<file path="src/rtl/shift_unit_seq_pkg.sv">
// Shared definitions for the iterative shift/rotate unit: mode codes,
// FSM state encoding and a width helper for counters.
package shift_pkg;

  localparam logic [2:0] MODE_LSL = 3'd0;
  localparam logic [2:0] MODE_LSR = 3'd1;
  localparam logic [2:0] MODE_ASR = 3'd2;
  localparam logic [2:0] MODE_ROL = 3'd3;
  localparam logic [2:0] MODE_ROR = 3'd4;

  typedef enum logic [1:0] {
    ST_IDLE  = 2'd0,
    ST_SHIFT = 2'd1,
    ST_DONE  = 2'd2
  } state_t;

  // Ceiling log2, never below 1 so it can size a vector directly.
  function automatic int clog2(input int v);
    int r;
    int x;
    r = 0;
    x = v - 1;
    while (x > 0) begin
      r = r + 1;
      x = x >> 1;
    end
    if (r == 0) r = 1;
    return r;
  endfunction

endpackage

</file>
<file path="src/rtl/shift_step.sv">
// Combinational shift/rotate of a value by n (0..STEP) single positions.
// carry_out is the bit that left the operand on the last single step.
module shift_step
  import shift_pkg::*;
#(
  parameter int WIDTH = 4,
  parameter int STEP  = 1,
  parameter int N_W   = 1
) (
  input  logic [WIDTH-1:0] i_value,
  input  logic [2:0]       i_mode,
  input  logic [N_W-1:0]   i_n,
  output logic [WIDTH-1:0] o_value,
  output logic             o_carry
);

  logic [WIDTH-1:0] w_v;
  logic             w_c;

  // Unrolled chain of single-position steps, each gated by k < n.
  always_comb begin
    w_v = i_value;
    w_c = 1'b0;
    for (int k = 0; k < STEP; k++) begin
      if (k < int'(i_n)) begin
        case (i_mode)
          MODE_LSR: begin
            w_c = w_v[0];
            w_v = {1'b0, w_v[WIDTH-1:1]};
          end
          MODE_ASR: begin
            w_c = w_v[0];
            w_v = {w_v[WIDTH-1], w_v[WIDTH-1:1]};
          end
          MODE_ROL: begin
            w_c = w_v[WIDTH-1];
            w_v = {w_v[WIDTH-2:0], w_v[WIDTH-1]};
          end
          MODE_ROR: begin
            w_c = w_v[0];
            w_v = {w_v[0], w_v[WIDTH-1:1]};
          end
          default: begin
            // LSL, and the unused codes 5-7 which alias to it
            w_c = w_v[WIDTH-1];
            w_v = {w_v[WIDTH-2:0], 1'b0};
          end
        endcase
      end
    end
  end

  assign o_value = w_v;
  assign o_carry = w_c;

endmodule

</file>
<file path="src/rtl/shift_unit_seq.sv">
// Iterative shift/rotate unit. Accepts one request in IDLE, shifts up to
// STEP positions per cycle in SHIFT, and holds the result in DONE until
// the consumer takes it.
// Handshake: a transfer happens on a rising edge where valid and ready are
// both high; valid, once raised, stays high with stable data until that
// edge. in_ready is high only in IDLE, out_valid only in DONE.
module shift_unit_seq
  import shift_pkg::*;
#(
  parameter int WIDTH = 4,
  parameter int AMT_W = 4,
  parameter int STEP  = 1
) (
  input  logic             clk,
  input  logic             rst_n,
  input  logic             in_valid,
  output logic             in_ready,
  input  logic             en,
  input  logic [2:0]       mode,
  input  logic [WIDTH-1:0] Rd1,
  input  logic [AMT_W-1:0] Rd2,
  output logic             out_valid,
  input  logic             out_ready,
  output logic [WIDTH-1:0] result,
  output logic             carry,
  output logic             zero,
  output state_t           o_dbg_state
);

  localparam int CNT_W = clog2(WIDTH + 1);
  localparam int N_W   = clog2(STEP + 1);

  state_t           r_state;
  logic             r_in_ready;
  logic             r_out_valid;
  logic [WIDTH-1:0] r_result;
  logic             r_carry;
  logic             r_zero;
  logic [WIDTH-1:0] r_val;
  logic [2:0]       r_mode;
  logic [CNT_W-1:0] r_rem;

  int               w_amt;
  int               w_eff_int;
  logic [CNT_W-1:0] w_eff;
  logic [N_W-1:0]   w_n;
  logic [CNT_W-1:0] w_rem_next;
  logic [WIDTH-1:0] w_step_val;
  logic             w_step_carry;

  // Effective count: rotates wrap modulo WIDTH, shifts saturate at WIDTH.
  always_comb begin
    w_amt     = int'(Rd2);
    w_eff_int = 0;
    if (mode == MODE_ROL || mode == MODE_ROR) begin
      w_eff_int = w_amt % WIDTH;
    end else begin
      w_eff_int = (w_amt >= WIDTH) ? WIDTH : w_amt;
    end
    w_eff = CNT_W'(w_eff_int);
  end

  // Positions to shift this cycle: min(STEP, remaining).
  always_comb begin
    w_n = (int'(r_rem) >= STEP) ? N_W'(STEP) : N_W'(r_rem);
    w_rem_next = r_rem - CNT_W'(w_n);
  end

  shift_step #(
    .WIDTH (WIDTH),
    .STEP  (STEP),
    .N_W   (N_W)
  ) u_step (
    .i_value (r_val),
    .i_mode  (r_mode),
    .i_n     (w_n),
    .o_value (w_step_val),
    .o_carry (w_step_carry)
  );

  // FSM with working registers and registered outputs.
  always_ff @(posedge clk) begin
    if (!rst_n) begin
      r_state     <= ST_IDLE;
      r_in_ready  <= 1'b1;
      r_out_valid <= 1'b0;
      r_result    <= '0;
      r_carry     <= 1'b0;
      r_zero      <= 1'b0;
      r_val       <= '0;
      r_mode      <= MODE_LSL;
      r_rem       <= '0;
    end else begin
      case (r_state)
        ST_IDLE: begin
          if (in_valid && r_in_ready) begin
            r_in_ready <= 1'b0;
            r_val      <= Rd1;
            r_mode     <= mode;
            r_rem      <= w_eff;
            if (!en || w_eff == '0) begin
              // Nothing to shift: disabled requests return 0
              r_result    <= en ? Rd1 : '0;
              r_carry     <= 1'b0;
              r_zero      <= en ? (Rd1 == '0) : 1'b1;
              r_out_valid <= 1'b1;
              r_state     <= ST_DONE;
            end else begin
              r_state <= ST_SHIFT;
            end
          end
        end
        ST_SHIFT: begin
          r_val <= w_step_val;
          r_rem <= w_rem_next;
          if (w_rem_next == '0) begin
            r_result    <= w_step_val;
            r_carry     <= w_step_carry;
            r_zero      <= (w_step_val == '0);
            r_out_valid <= 1'b1;
            r_state     <= ST_DONE;
          end
        end
        ST_DONE: begin
          if (out_ready) begin
            r_out_valid <= 1'b0;
            r_in_ready  <= 1'b1;
            r_state     <= ST_IDLE;
          end
        end
        default: begin
          r_state     <= ST_IDLE;
          r_in_ready  <= 1'b1;
          r_out_valid <= 1'b0;
        end
      endcase
    end
  end

  assign in_ready    = r_in_ready;
  assign out_valid   = r_out_valid;
  assign result      = r_result;
  assign carry       = r_carry;
  assign zero        = r_zero;
  assign o_dbg_state = r_state;

endmodule

</file>
<file path="config.mk">
export PLATFORM = sky130hd
export DESIGN_NAME = shift_unit_seq
export DESIGN_NICKNAME = d
export VERILOG_FILES = /design/src/rtl/shift_unit_seq_pkg.sv /design/src/rtl/shift_step.sv /design/src/rtl/shift_unit_seq.sv
export SDC_FILE = /design/constraint.sdc
export NUM_CORES = 1
export LEC_CHECK = 0
export BUFFER_PORTS_ARGS = -buffer_cell sky130_fd_sc_hd__buf_2
export CORE_ASPECT_RATIO = 0.9
export CORE_MARGIN = 10
export CORE_UTILIZATION = 48
export DETAILED_ROUTE_END_ITERATION = 12
export PLACE_DENSITY = 0.83
export SLEW_MARGIN = 20
export SYNTH_ARGS = -nofsm -noshare
export SYNTH_HDL_FRONTEND = slang
export SYNTH_SLANG_ARGS = --single-unit
</file>
<file path="constraint.sdc">
create_clock -name clk -period 2.3 [get_ports clk]
set_input_delay 0.46 -clock clk [delete_from_list [all_inputs] [get_ports clk]]
set_output_delay 0.46 -clock clk [all_outputs]
set_load 0.02 [all_outputs]
</file>
; After elaboration in Yosys (flattened, before gate mapping)
; Cells that the tools add are included.
[classes]
multipliers = 0
n_reduce_logical = 17
magnitude_cmp = 3
n_shift = 0
bitwise = 1
n_mux = 38
div_mod_pow = 0
n_eq_ne = 12
add_sub_neg = 1
[ops]
columns = op, count
row1 = $mux 4, 6
row2 = $mux 1, 16
row3 = $pmux 4 s2, 2
row4 = $pmux 4 s4, 1
row5 = $eq 3x2->1 const B, 3
row6 = $mux 3, 3
row7 = $logic_not 4->1, 2
row8 = $mux 2, 4
row9 = $ne 2x2->1 const B, 4
row10 = $reduce_and 4->1, 2
row11 = $eq 3x3->1 const B, 2
row12 = $logic_not 3->1, 2
row13 = $pmux 1 s3, 2
row14 = $pmux 2 s3, 1
row15 = $pmux 3 s2, 1
row16 = $reduce_and 3->1, 2
row17 = $ge 4x3->1 const B, 1
row18 = $pmux 1 s2, 2
row19 = $reduce_and 2->1, 2
row20 = $eq 3x1->1 const B, 1
row21 = $ge 3x1->1 const B, 1
row22 = $reduce_or 3->1, 1
row23 = $sub 3x1->3, 1
row24 = $eq 2x1->1 const B, 1
row25 = other kinds (8), 9
[word_totals]
n_memories = 0
latchBits = 0
mem_bits_rw = 0
inputBits = 16
rom_bits = 0
regBits = 20
word_cells = 81

; Logic depth before layout (Yosys ltp)
[depth]
ltp_word = 8
mapped_depth = 10

; By module
; From an unflattened synthesis, not the netlist that was laid out.
[unflattened]
hier_cells = 160
area_unflattened_um2 = 1377.6
[modules_own_cells]
columns = mod, instances, seq_area_each_um2, area_per_inst_um2, cells_each
row1 = shift_unit_seq, 1, 400.4, 1133.6, 126
row2 = shift_step, 1, 0.0, 244.0, 34

; Worst setup path after synthesis
; Ideal clock, no wire load.
[synth_path]
kind = reg2reg
from = register r_rem[0]
to = register r_result[3], in the netlist result[3]
stages_incl_launch_ff = 10
period_less_slack_ns = 2.342
t_arrival_ns = 2.254
required_time_ns = 2.212
path_slack_ns = -0.042
path_cell_list = dfxtp_1 nor3_1 nor2_1 ha_1 nor2b_1 o32a_1 a211oi_4 buf_6 nand2_2 o32ai_2
[synth_between]
elab_chain_len = 6
word_cells_on_any_way = 10
cone_classes = add/sub (1) / order compare (2) / eq/ne (1) / mux (4) / reduce/logical (2)
[synth_rtl]
columns = item, line_no
row1 = from (decl), shift_unit_seq.sv:41  ; logic [CNT_W-1:0] r_rem;
row2 = from (signal assigned), shift_unit_seq.sv:100  ; r_rem <= w_eff;
row3 = from (signal assigned), shift_unit_seq.sv:115  ; r_rem <= w_rem_next;
row4 = $ge 3x1->1, shift_unit_seq.sv:65  ; w_n = (int'(r_rem) >= STEP) ? N_W'(STEP) : N_W'(r_rem);
row5 = $mux 1, shift_unit_seq.sv:65
row6 = $sub 3x1->3 / $lt 1x1->1 (equally long branches), "shift_unit_seq.sv:66, shift_step.sv:25"
row7 = $logic_not 3->1 / $mux 4 (equally long branches), "shift_unit_seq.sv:116, shift_step.sv:25"
row8 = $ne 2x2->1 (no line) / $mux 4 (equally long branches), --
row9 = $reduce_and 4->1 (no line) / $pmux 4 s2 (equally long branches), --
row10 = to (signal assigned), shift_unit_seq.sv:103  ; r_result <= en ? Rd1 : '0;
row11 = to (signal assigned), shift_unit_seq.sv:117  ; r_result <= w_step_val;
row12 = to (decl), shift_unit_seq.sv:36  ; logic [WIDTH-1:0] r_result;
; Parallel ways exist; a longest one is shown, timed or not. The select of a mux whose other input is x is not followed.
; A chain may end at the register's enable or synchronous reset.

; Worst setup path after layout
[layout_path]
from = register r_rem[0]
to = register r_result[1], in the netlist result[1]
; The elaborated chain is that of the path after synthesis.

==> reports/results.ini <==
[clock_tree]
clk_pin_slew_ps = 120
post_cts_resized = 0
cts.path.max_buffers = 2
htree_levels = 1
clkLatencyLatePin_ps = 310
cts_sinks = 20
root_buffer = clkbuf_4
cts_tree = yes
cts_hold_buf = 0
cts_buffers = 3
post-cts-setup-buffers = 0

[drt]
drt_wl_total_mm = 3.24
viasPerCell = 6.11
drtPass1Iterations = 4
drt_iter0_drc = 111
antenna_left = 0
dr_total_vias = 1296
drc = 0
avgRoutedWirePerCell_um = 15.3

[synth]
synthTopCellsByCount = 23 x nand2_1, 20 x dfxtp_1, 19 x a21oi_1
synth_ff_type = dfxtp_1
synth_area_leader_cell = dfxtp_1
netlist_instances = 156
ys_async_sr_fraction = 0
seq_area_frac_synth = 0.324
synth.distinct_cells = 49
syn_avg_cell_area_um2 = 7.92
synth_warnings = 0
netlist_area_um2 = 1240
syn_nets = 174
synth-edff-count = 0
yosys.cell_count.top_type = nand2_1
synth-seq-cells = 20
synth.area.top_cells = dfxtp_1 32%, a21oi_1 7.7%, nand2_1 7.0%, o21ai_0 4.5%, nor2_1 3.9%
yosysTopAreaCellShare = 0.324

[place]
place_inst = 207
placement.io_buffers = 25
place.gp.congestion = 0.841
hpwl_mm = 2.41

[floorplan]
die-width_um = 73.5
core_um2 = 2470
row_count = 17
fp.dieH_um = 68.1
start_util = 0.501
dieArea_um2 = 5010
ios = 26

[worst_setup_path]
rr_startpoint = r_rem[0]
crit_type = flip-flop to flip-flop
required_ps = 2520
reg2reg_to = result[1]
worst_ep_arrival_time_ps = 2370
r2r_setup_slack_ps = 150
crit_path_max_fanout = 10
ff2ff_path_depth = 9
cp-end-kind = flip-flop
cp-start-kind = flip-flop

[sta]
fin_crit_sh = 0.936
tightestPinTransition_ps = 542
skew_ps = 10.1
max_slew_margin = 0.633
finalSetupViolCount = 0
finalHoldViolations = 0
finalCriticalPeriod_ps = 2150
final.setup.tns_ps = 0
maxSlewViolCount = 0
rsz0062_at_grt = false
max_freq_mhz = 464

[cells_and_area]
n_antenna_cell = 0
num-nets-final = 203
drive_gt1_frac = 0.261
area_growth_pct = 16.6
fin_cells = 212
final_core_util = 0.584

[global_route]
grt_pass1_vias = 1171
grt_pass1_wl_mm = 5.15
antenna_found_initial = 0
grt_max_degree = 16
grt_remaining_overflow = 0
grt_usage = 0.127

[pwr]
leakagePower_nw = 0.631
p_per_area_nw_per_um2 = 822
ir_worst_vdd_mv = 0.647

[min_path]
hp-class = primary input to flip-flop
hold_end = r_mode[2]
hold-path-cell-count = 3
min_from = mode[2]

[job]
maxCapViolations = 0

[outcome]
outcome = finished clean

-- flip-flops by register name, indices dropped and copies added (netlist names) --
name         flops
carry            1
in_ready         1
o_dbg_state      2
out_valid        1
r_mode           3
r_rem            3
r_val            4
result           4
zero             1
-- cell usage in the layout (no fill, tap or decap), types with 2 or more instances in the layout --
| cell type | instances |
|---|---|
| a211oi_1 | 2 |
| nand2b_1 | 2 |
| mux2_2 | 2 |
| mux2i_1 | 3 |
| o21ai_0 | 11 |
| o211ai_1 | 2 |
| and2b_1 | 2 |
| dfxtp_1 | 20 |
| a21oi_1 | 19 |
| nand2_1 | 23 |
| nor2b_1 | 2 |
| buf_4 | 7 |
| ha_1 | 2 |
| and3_1 | 2 |
| nor2_1 | 13 |
| o221ai_1 | 2 |
| clkbuf_4 | 3 |
| buf_2 | 25 |
| a2111oi_0 | 2 |
| nand3_1 | 4 |
| inv_1 | 6 |
| a41o_2 | 2 |
-- report_power, final --
group	switching, mW	internal (mW)	total, mW
combinational	0.244	0.188	0.432
clock	0.115	0.176	0.291
sequential	0.0669	0.395	0.462
total	0.425	0.759	1.18
-- stage by stage --
step / area [um2] / worst slack, ps / power [mW] / hold WS, ps
floorplan: 1240 / 114 / 0.769 / 503
global placement: 1380 / 78.8 / 0.870 / 461
detailed placement: 1380 / 38.6 / 0.888 / 468
CTS: 1430 / 10.0 / 1.18 / 392
global route: 1440 / 21.8 / 1.26 / 398
finish: 1440 / 146 / 1.18 / 404
-- how the worst max path moves through the flow --
stage / from / to / slack (ps) / cells after the start
detailed placement: mode[0] / result[1] / 40 / 6
finish: r_rem[0] / result[1] / 150 / 9
global placement: mode[0] / result[1] / 80 / 6
global route: r_rem[0] / result[1] / 20 / 9
CTS: r_rem[0] / result[1] / 10 / 8
floorplan: r_rem[0] / result[3] / 110 / 9
-- final cells by class --
class | count | area [um2]
Clock buffer | 3 | 22.5
Clock inverter | 1 | 30.0
Fill cell | 222 | 1030
Inverter | 6 | 22.5
Multi-Input combinational cell | 122 | 753
Sequential cell | 20 | 400
Tap cell | 28 | 35.0
Timing Repair Buffer | 32 | 178
-- critical path: stages, from the launching register on --
cell,delay [ps]
dfxtp_1,370
nor3_2,220
nor2_1,80
ha_1,210
nor2b_1,150
o32a_1,390
a211oi_4,160
buf_4,190
nor2_1,60
a41o_2,220
-- routing by layer --
metal,vias to the layer above,wire [um],global-route usage
met4,0,29,0.0581
met2,55,1680,0.221
li1,629,-,-
met3,6,246,0.0303
met5,-,0,0
met1,606,1280,0.143
-- cells by family after synthesis --
kind of cell | Yosys count | synth area share
DFF | 20 | 0.324
adders and majority gates | 2 | 0.0202
xor gates and xnor gates | 1 | 0.00709
and+or+nand+nor | 60 | 0.235
buffers and inverters | 14 | 0.0708
AOI/OAI and AO/OA | 54 | 0.301
muxes | 5 | 0.0425
No activity file was read; power rests on OpenSTA's default activity.
